<file path="config.mk">
export PLATFORM = sky130hd
export DESIGN_NAME = mp_add_ctrl_flat
export DESIGN_NICKNAME = d
export VERILOG_FILES = /design/src/rtl/mp_add_ctrl_pkg.sv /design/src/rtl/mp_add_ctrl_if.sv /design/src/rtl/mp_add_ctrl_adder_64.sv /design/src/rtl/mp_add_ctrl.sv /design/src/flat_wrapper.sv
export SDC_FILE = /design/constraint.sdc
export NUM_CORES = 2
export LEC_CHECK = 0
export CORE_ASPECT_RATIO = 0.5
export CORE_MARGIN = 4
export CORE_UTILIZATION = 45
export CTS_CLUSTER_DIAMETER = 100
export DETAILED_ROUTE_END_ITERATION = 7
export PLACE_DENSITY_LB_ADDON = 0.25
export SLEW_MARGIN = 15
export SYNTH_ARGS = -nofsm -noshare
export SYNTH_HDL_FRONTEND = slang
export SYNTH_SLANG_ARGS = --single-unit
</file>
<file path="constraint.sdc">
create_clock -name clk -period 4.2 [get_ports clk]
set_input_delay 0.84 -clock clk [delete_from_list [all_inputs] [get_ports clk]]
set_output_delay 0.84 -clock clk [all_outputs]
set_load 0.1 [all_outputs]
</file>
<file path="src/rtl/mp_add_ctrl_pkg.sv">
// Shared definitions for the multi-precision add sequencer: word width,
// FSM state encoding and a word-slice helper for packed operands.
package mp_add_pkg;

   localparam int WORD_W    = 64;
   localparam int MAX_WORDS = 16;
   localparam int MAX_OP_W  = WORD_W * MAX_WORDS;

   typedef enum logic [1:0] {
      IDLE = 2'd0,
      RUN  = 2'd1,
      HOLD = 2'd2
   } mp_state_t;

   // Return word i (bits [64i+63:64i]) of an operand zero-extended to the
   // widest legal size, so one helper serves every WORDS setting.
   function automatic logic [WORD_W-1:0] get_word(input logic [MAX_OP_W-1:0] op,
                                                  input int                  i);
      return op[i*WORD_W +: WORD_W];
   endfunction

endpackage

</file>
<file path="src/rtl/mp_add_ctrl_if.sv">
// Operand-side and result-side handshake bundle for mp_add_ctrl.
// slave is the sequencer's view; master is the producer/consumer view.
interface mp_add_ctrl_if #(
   parameter int WORDS = 4
) ();

   logic                                 in_valid;
   logic                                 in_ready;
   logic [WORDS*mp_add_pkg::WORD_W-1:0]  in_a;
   logic [WORDS*mp_add_pkg::WORD_W-1:0]  in_b;
   logic                                 in_cin;
   logic                                 out_valid;
   logic                                 out_ready;
   logic [WORDS*mp_add_pkg::WORD_W-1:0]  out_sum;
   logic                                 out_cout;
   logic                                 busy;

   modport slave (
      input  in_valid, in_a, in_b, in_cin, out_ready,
      output in_ready, out_valid, out_sum, out_cout, busy
   );

   modport master (
      output in_valid, in_a, in_b, in_cin, out_ready,
      input  in_ready, out_valid, out_sum, out_cout, busy
   );

endinterface

</file>
<file path="src/rtl/mp_add_ctrl_adder_64.sv">
// One 64-bit ripple-carry adder slice; purely combinational.
module adder_64
   import mp_add_pkg::*;
(
   input  logic [WORD_W-1:0] in1,
   input  logic [WORD_W-1:0] in2,
   input  logic              cin,
   output logic [WORD_W-1:0] sum,
   output logic              cout
);

   // Widen by one bit so the top bit of the result is the carry out.
   always_comb begin
      {cout, sum} = {1'b0, in1} + {1'b0, in2} + {{WORD_W{1'b0}}, cin};
   end

endmodule

</file>
<file path="src/rtl/mp_add_ctrl.sv">
// Multi-precision add sequencer: adds two WORDS x 64-bit operands through a
// single 64-bit adder slice, one word per cycle, LS word first, with the
// carry chained through carry_q. Result is held in HOLD until accepted.
module mp_add_ctrl
   import mp_add_pkg::*;
#(
   parameter int WORDS = 4
) (
   input  logic          clk,
   input  logic          rst_n,
   mp_add_ctrl_if.slave  bus
);

   localparam int OP_W  = WORDS * WORD_W;
   localparam int IDX_W = (WORDS > 1) ? $clog2(WORDS) : 1;
   localparam logic [IDX_W-1:0] LAST_IDX = IDX_W'(WORDS - 1);

   mp_state_t         state;
   logic [IDX_W-1:0]  idx;
   logic              carry_q;
   logic [OP_W-1:0]   a_q;
   logic [OP_W-1:0]   b_q;
   logic [OP_W-1:0]   sum_q;
   logic [OP_W-1:0]   sum_next;

   logic [WORD_W-1:0] word_a;
   logic [WORD_W-1:0] word_b;
   logic [WORD_W-1:0] word_sum;
   logic              word_cout;

   // Select the operand words addressed by the running word counter.
   always_comb begin
      word_a = get_word(MAX_OP_W'(a_q), int'(idx));
      word_b = get_word(MAX_OP_W'(b_q), int'(idx));
   end

   adder_64 u_adder (
      .in1  (word_a),
      .in2  (word_b),
      .cin  (carry_q),
      .sum  (word_sum),
      .cout (word_cout)
   );

   // Accumulated sum with the current word merged in; becomes the visible
   // result on the last RUN edge so out_sum never shows partial results.
   always_comb begin
      sum_next = sum_q;
      sum_next[int'(idx)*WORD_W +: WORD_W] = word_sum;
   end

   // Control FSM with registered handshake outputs plus the word datapath.
   always_ff @(posedge clk or negedge rst_n) begin
      if (!rst_n) begin
         state         <= IDLE;
         idx           <= '0;
         carry_q       <= 1'b0;
         a_q           <= '0;
         b_q           <= '0;
         sum_q         <= '0;
         bus.out_sum   <= '0;
         bus.out_cout  <= 1'b0;
         bus.in_ready  <= 1'b1;
         bus.out_valid <= 1'b0;
         bus.busy      <= 1'b0;
      end else begin
         case (state)
            IDLE: begin
               if (bus.in_valid && bus.in_ready) begin
                  a_q          <= bus.in_a;
                  b_q          <= bus.in_b;
                  carry_q      <= bus.in_cin;
                  idx          <= '0;
                  state        <= RUN;
                  bus.in_ready <= 1'b0;
                  bus.busy     <= 1'b1;
               end
            end
            RUN: begin
               sum_q   <= sum_next;
               carry_q <= word_cout;
               if (idx == LAST_IDX) begin
                  bus.out_sum   <= sum_next;
                  bus.out_cout  <= word_cout;
                  bus.out_valid <= 1'b1;
                  bus.busy      <= 1'b0;
                  idx           <= '0;
                  state         <= HOLD;
               end else begin
                  idx <= idx + 1'b1;
               end
            end
            HOLD: begin
               if (bus.out_ready) begin
                  bus.out_valid <= 1'b0;
                  bus.in_ready  <= 1'b1;
                  state         <= IDLE;
               end
            end
            default: begin
               state         <= IDLE;
               bus.in_ready  <= 1'b1;
               bus.out_valid <= 1'b0;
               bus.busy      <= 1'b0;
            end
         endcase
      end
   end

endmodule

</file>
<file path="src/flat_wrapper.sv">
// flat-port wrapper written by rule: the top's interface ports become plain ports
module mp_add_ctrl_flat import mp_add_pkg::*;
#(
   parameter int WORDS = 4
)
  (clk, rst_n, bus_in_valid, bus_in_a, bus_in_b, bus_in_cin, bus_out_ready, bus_in_ready, bus_out_valid, bus_out_sum, bus_out_cout, bus_busy);
  mp_add_ctrl_if #(.WORDS(WORDS)) bus_i ();
  input  logic clk;
  input  logic rst_n;
  input wire logic [$bits(bus_i.in_valid)-1:0] bus_in_valid;
  input wire logic [$bits(bus_i.in_a)-1:0] bus_in_a;
  input wire logic [$bits(bus_i.in_b)-1:0] bus_in_b;
  input wire logic [$bits(bus_i.in_cin)-1:0] bus_in_cin;
  input wire logic [$bits(bus_i.out_ready)-1:0] bus_out_ready;
  output wire logic [$bits(bus_i.in_ready)-1:0] bus_in_ready;
  output wire logic [$bits(bus_i.out_valid)-1:0] bus_out_valid;
  output wire logic [$bits(bus_i.out_sum)-1:0] bus_out_sum;
  output wire logic [$bits(bus_i.out_cout)-1:0] bus_out_cout;
  output wire logic [$bits(bus_i.busy)-1:0] bus_busy;
  assign bus_i.in_valid = bus_in_valid;
  assign bus_i.in_a = bus_in_a;
  assign bus_i.in_b = bus_in_b;
  assign bus_i.in_cin = bus_in_cin;
  assign bus_i.out_ready = bus_out_ready;
  assign bus_in_ready = bus_i.in_ready;
  assign bus_out_valid = bus_i.out_valid;
  assign bus_out_sum = bus_i.out_sum;
  assign bus_out_cout = bus_i.out_cout;
  assign bus_busy = bus_i.busy;
  mp_add_ctrl #(.WORDS(WORDS)) u_core (.clk(clk), .rst_n(rst_n), .bus(bus_i));
endmodule
</file>
==> results.md <==
Floorplanning:
- The area of the die is around 110000 sq um.
- The site row count is just over 80.
- The initial utilization of the core area, before any placement, comes to 45.6%.
- The die is 237 microns tall.
- The horizontal die dimension is roughly 470 microns.
- The core region is roughly 100000 sq um.
- The I/O pin count is between 700 and 800.

Clock tree:
- The clock-pin slew on the worst setup and hold paths is 0.07 ns.
- The clock reaches the later pin of the worst-skew pair after about 0.72 ns.
- The clock passes through at most 3 buffers.
- The number of clock buffers added by TritonCTS is between 90 and 100.
- For this design, the sink count on the clock tree is around 1000.
- The root buffer cell chosen for the clock tree is clkbuf_16.
- The H-tree was split into 3 levels.
- The TritonCTS clock tree is done.
- The number of buffers added to fix hold violations after cts is 0.

Placement:
- The total placed instance area is 58800 sq um.
- Routability-driven placement finished with a final weighted congestion of about 0.96.
- The count of buffers added on input and output ports is a little under 800.
- The half-perimeter wire length after placement is 126 mm.
- OpenSTA, run right after detailed placement, puts the worst setup slack at -0.464 ns.

Synthesis:
- The biggest area contributor in the post-synthesis netlist is dfrtp_1.
- The most frequent cell after synthesis is nand2_1.
- The number of standard cells after synthesis is around 4800.
- Each instance of the synthesized netlist takes up on average a little under 10 sq um.
- The cell area that synthesis handed to floorplanning was roughly 47000 sq um.
- After synthesis, the cell types taking the most area are dfrtp_1, nand2_1, mux4_2.
- The number of register bits inferred by synthesis is between 1000 and 1500.
- The sequential fraction of the synthesis area is a little over half.
- Counting instances in the post-synthesis netlist gives the leading cell types as nand2_1, dfrtp_1, nor2_1, clkbuf_1, a22o_1.
- The proportion of netlist area held by the largest area contributor is 54.9%.
- Counting every net in the synthesized netlist gives ~5400.
- In this run, synthesis inferred 0 flip-flops with an integrated enable.
- Counting flops with an async set or reset pin after synthesis yields a share of 100%.
- Among all flip-flop cells after synthesis, the most frequent one is dfrtp_1.
- The number of distinct standard cells referenced by the synthesized netlist is 86.
- The synthesis warning total is 0.

Drt:
- The routed wire length per instance is about 24 microns.
- The detailed-route vias per instance is roughly 5.7.
- After the first detailed-routing iteration, the DRC count stood at 4205.
- For this block, the routed nets add up to 174 mm of wire.
- The total number of vias is roughly 41000.
- In this run the remaining antenna-violating nets after routing total 0.
- For this run, the detailed router's first-pass iteration total came to 6.
- The final routed DRC violation total is 0.

STA:
- The maximum achievable frequency is around 0.23 GHz.
- Once routing completed, OpenROAD measured the worst setup slack at -0.105 ns.
- The final critical-path share of the clock period is 102%.
- Setup repair after global routing could not meet its margin everywhere.
- The max-slew violation count came to 0.
- Hold timing on the final database bottoms out at a slack of approximately 0.057 ns.
- Measured against its own limit, the worst slew margin works out to between 10% and 20%.
- The count of final setup violators is 67.
- Across the routed clock network, the largest skew measured is about 0.052 ns.
- The hold violation total from the final report came to 0.
- The actual slew at the worst max-slew pin is about 1.3 ns.
- After layout, the minimum clock period comes to ~4.3 ns.

Layout:
- The multi-input logic area is 21000 sq um.
- The area of all sequential standard cells is around 26000 sq um.
- Once layout is done, the placed cells without fillers occupy about 64000 sq um.
- The filler cell count in the final layout is around 8400.
- Cells with a size suffix above 1 make up roughly 16% of the layout.
- Cells fill around three fifths of the core in the end.
- The final-stage net count is roughly 6300.
- From synthesis to final layout, the design area changed by 35.4%.

Run status:
- The checks that failed: negative setup slack.
- The run finished, with violations left.

Critical path:
- For the worst setup path, the data required time is about 4.8 ns.
- Data on the critical path arrives at its endpoint at about 5 ns.
- For flop-to-flop paths, the worst setup slack is -0.10 ns.
- Measured in cells, the most critical reg-to-reg path has a length of 14.
- The critical path starts at u_core.idx[0].
- The class of the most critical setup path is flop to flop.
- The maximum fanout along the worst path is 8.
- In this run the critical register-to-register path is captured at u_core.bus.out_sum[50].
- The startpoint identified for the worst register-to-register timing path is u_core.idx[0].
- The element type at the critical path end is a flop.
- The critical path launch point type is a flop.

Global route:
- The met1 usage in global routing is 41.2%.
- The met2 capacity usage during global routing is around 48%.
- The global-route usage over all layers is a little under a third.
- The global-route wire length before repair is 257 mm.
- The via count of the first global-routing pass is approximately 41000.
- The initial antenna violation count is 11.
- For met3 alone, demand over resource in global routing was about 6.3%.
- The most used routing layer is met2.
- The largest net degree at the start of global routing is 150.
- The remaining global-route overflow is 0.

Flow run:
- The number of max-cap violations is 0.

Worst hold path:
- The worst hold path class is primary input to asynchronous set/reset pin.
## area by class of cell
type | instances | area share [%]
Antenna cell | 7 | 0.0275
Clock buffer | 123 | 4.12
Clock inverter | 47 | 1.03
Inverter | 18 | 0.106
Multi-Input combinational cell | 3399 | 33.0
Sequential cell | 1033 | 40.6
Tap cell | 1402 | 2.75
Timing Repair Buffer | 1182 | 18.3
## critical path, stage by stage (launching register included)
cell and delay (ns):
dfrtp_4 0.46, buf_12 0.17, mux4_2 0.53, fa_2 0.39, fa_2 0.39, a211o_4 0.37
a211oi_2 0.27, o211a_1 0.28, a211oi_4 0.11, buf_12 0.14, o21ai_4 0.19, o31ai_4 0.11
or4_1 0.43, nand3_2 0.18, o21ai_0 0.12
## repair_timing
action / CTS / global route
setup endpoints to repair: 258 / 274
setup buffers: 13 / 25
gates cloned: 0 / 2
resized for setup: 101 / 128
pin swaps: 34 / 39
## state kept, by name (all words and copies together), names as in the netlist, 2 cells and up
signal and count:
u_core.b_q 256, u_core.state 2, u_core.a_q 256, u_core.idx 2, u_core.bus.out_sum 256, u_core.sum_q 256
## routing by layer
| layer | vias to the layer above | wire length (microns) |
|---|---|---|
| li1 | 18300 | - |
| met1 | 21000 | 69700 |
| met2 | 1763 | 82300 |
| met3 | 331 | 14100 |
| met4 | 6 | 7590 |
| met5 | - | 37 |
## stage by stage
stage               cells  TNS [ns]
global route         7210    -15.29
floorplan            4783         0
finish               7211     -2.95
detailed placement   7000    -35.38
CTS                  7180     -1.55
global placement     7000    -23.52
## how the worst max path moves through the flow
stage                                         end  slack (ns)  cells past startpoint
after detailed placement        u_core.sum_q[150]       -0.46                     15
after global routing      u_core.bus.out_sum[124]       -0.22                     18
after floorplan                 u_core.sum_q[124]        0.01                     14
final                      u_core.bus.out_sum[50]       -0.10                     14
after CTS                 u_core.bus.out_sum[152]       -0.07                     15
after global placement    u_core.bus.out_sum[118]       -0.41                     16
## kinds of logic (layout without fill, tap and decap cells)
kind of cell             count (synthesis)  count (layout)  synth area share [%]
AO/OA/AOI/OAI                          822             822                  13.2
flip-flops                            1033            1033                  55.0
multiplexers                           143             143                  6.45
adder cells (fa/ha/maj)                 71              71                  1.92
other                                    0               7                     0
AND/OR/NAND/NOR                       2310            2310                  19.5
buffers and inverters                  351            1370                  2.90
XOR/XNOR                                53              53                  1.07
## cell usage in the layout, fill, tap and decap left out, types with 9 or more instances in the layout
cell,instances
nand2_1,1679
dfrtp_1,1030
clkdlybuf4s50_1,775
nor2_1,435
buf_4,328
a22o_1,206
a221oi_1,141
mux4_2,128
a21oi_1,122
o21ai_0,118
clkbuf_16,97
and3_1,82
buf_12,54
ha_1,49
a221oi_2,45
a21o_1,26
clkinv_2,21
o21ai_1,19
nand4_1,18
xnor2_1,17
ha_4,16
buf_6,16
inv_1,14
xor2_1,14
clkbuf_1,14
clkbuf_8,14
mux2i_1,13
bufinv_16,13
a21oi_2,11
nand3_1,11
o21ai_2,11
a221o_1,11
o21a_1,11
xnor2_2,11
o21bai_1,10
nor3_1,9
nor2b_1,9
a31oi_1,9
Power is not shown: default switching activity piles up to over one toggle a cycle in this logic, so the estimate is an artifact.
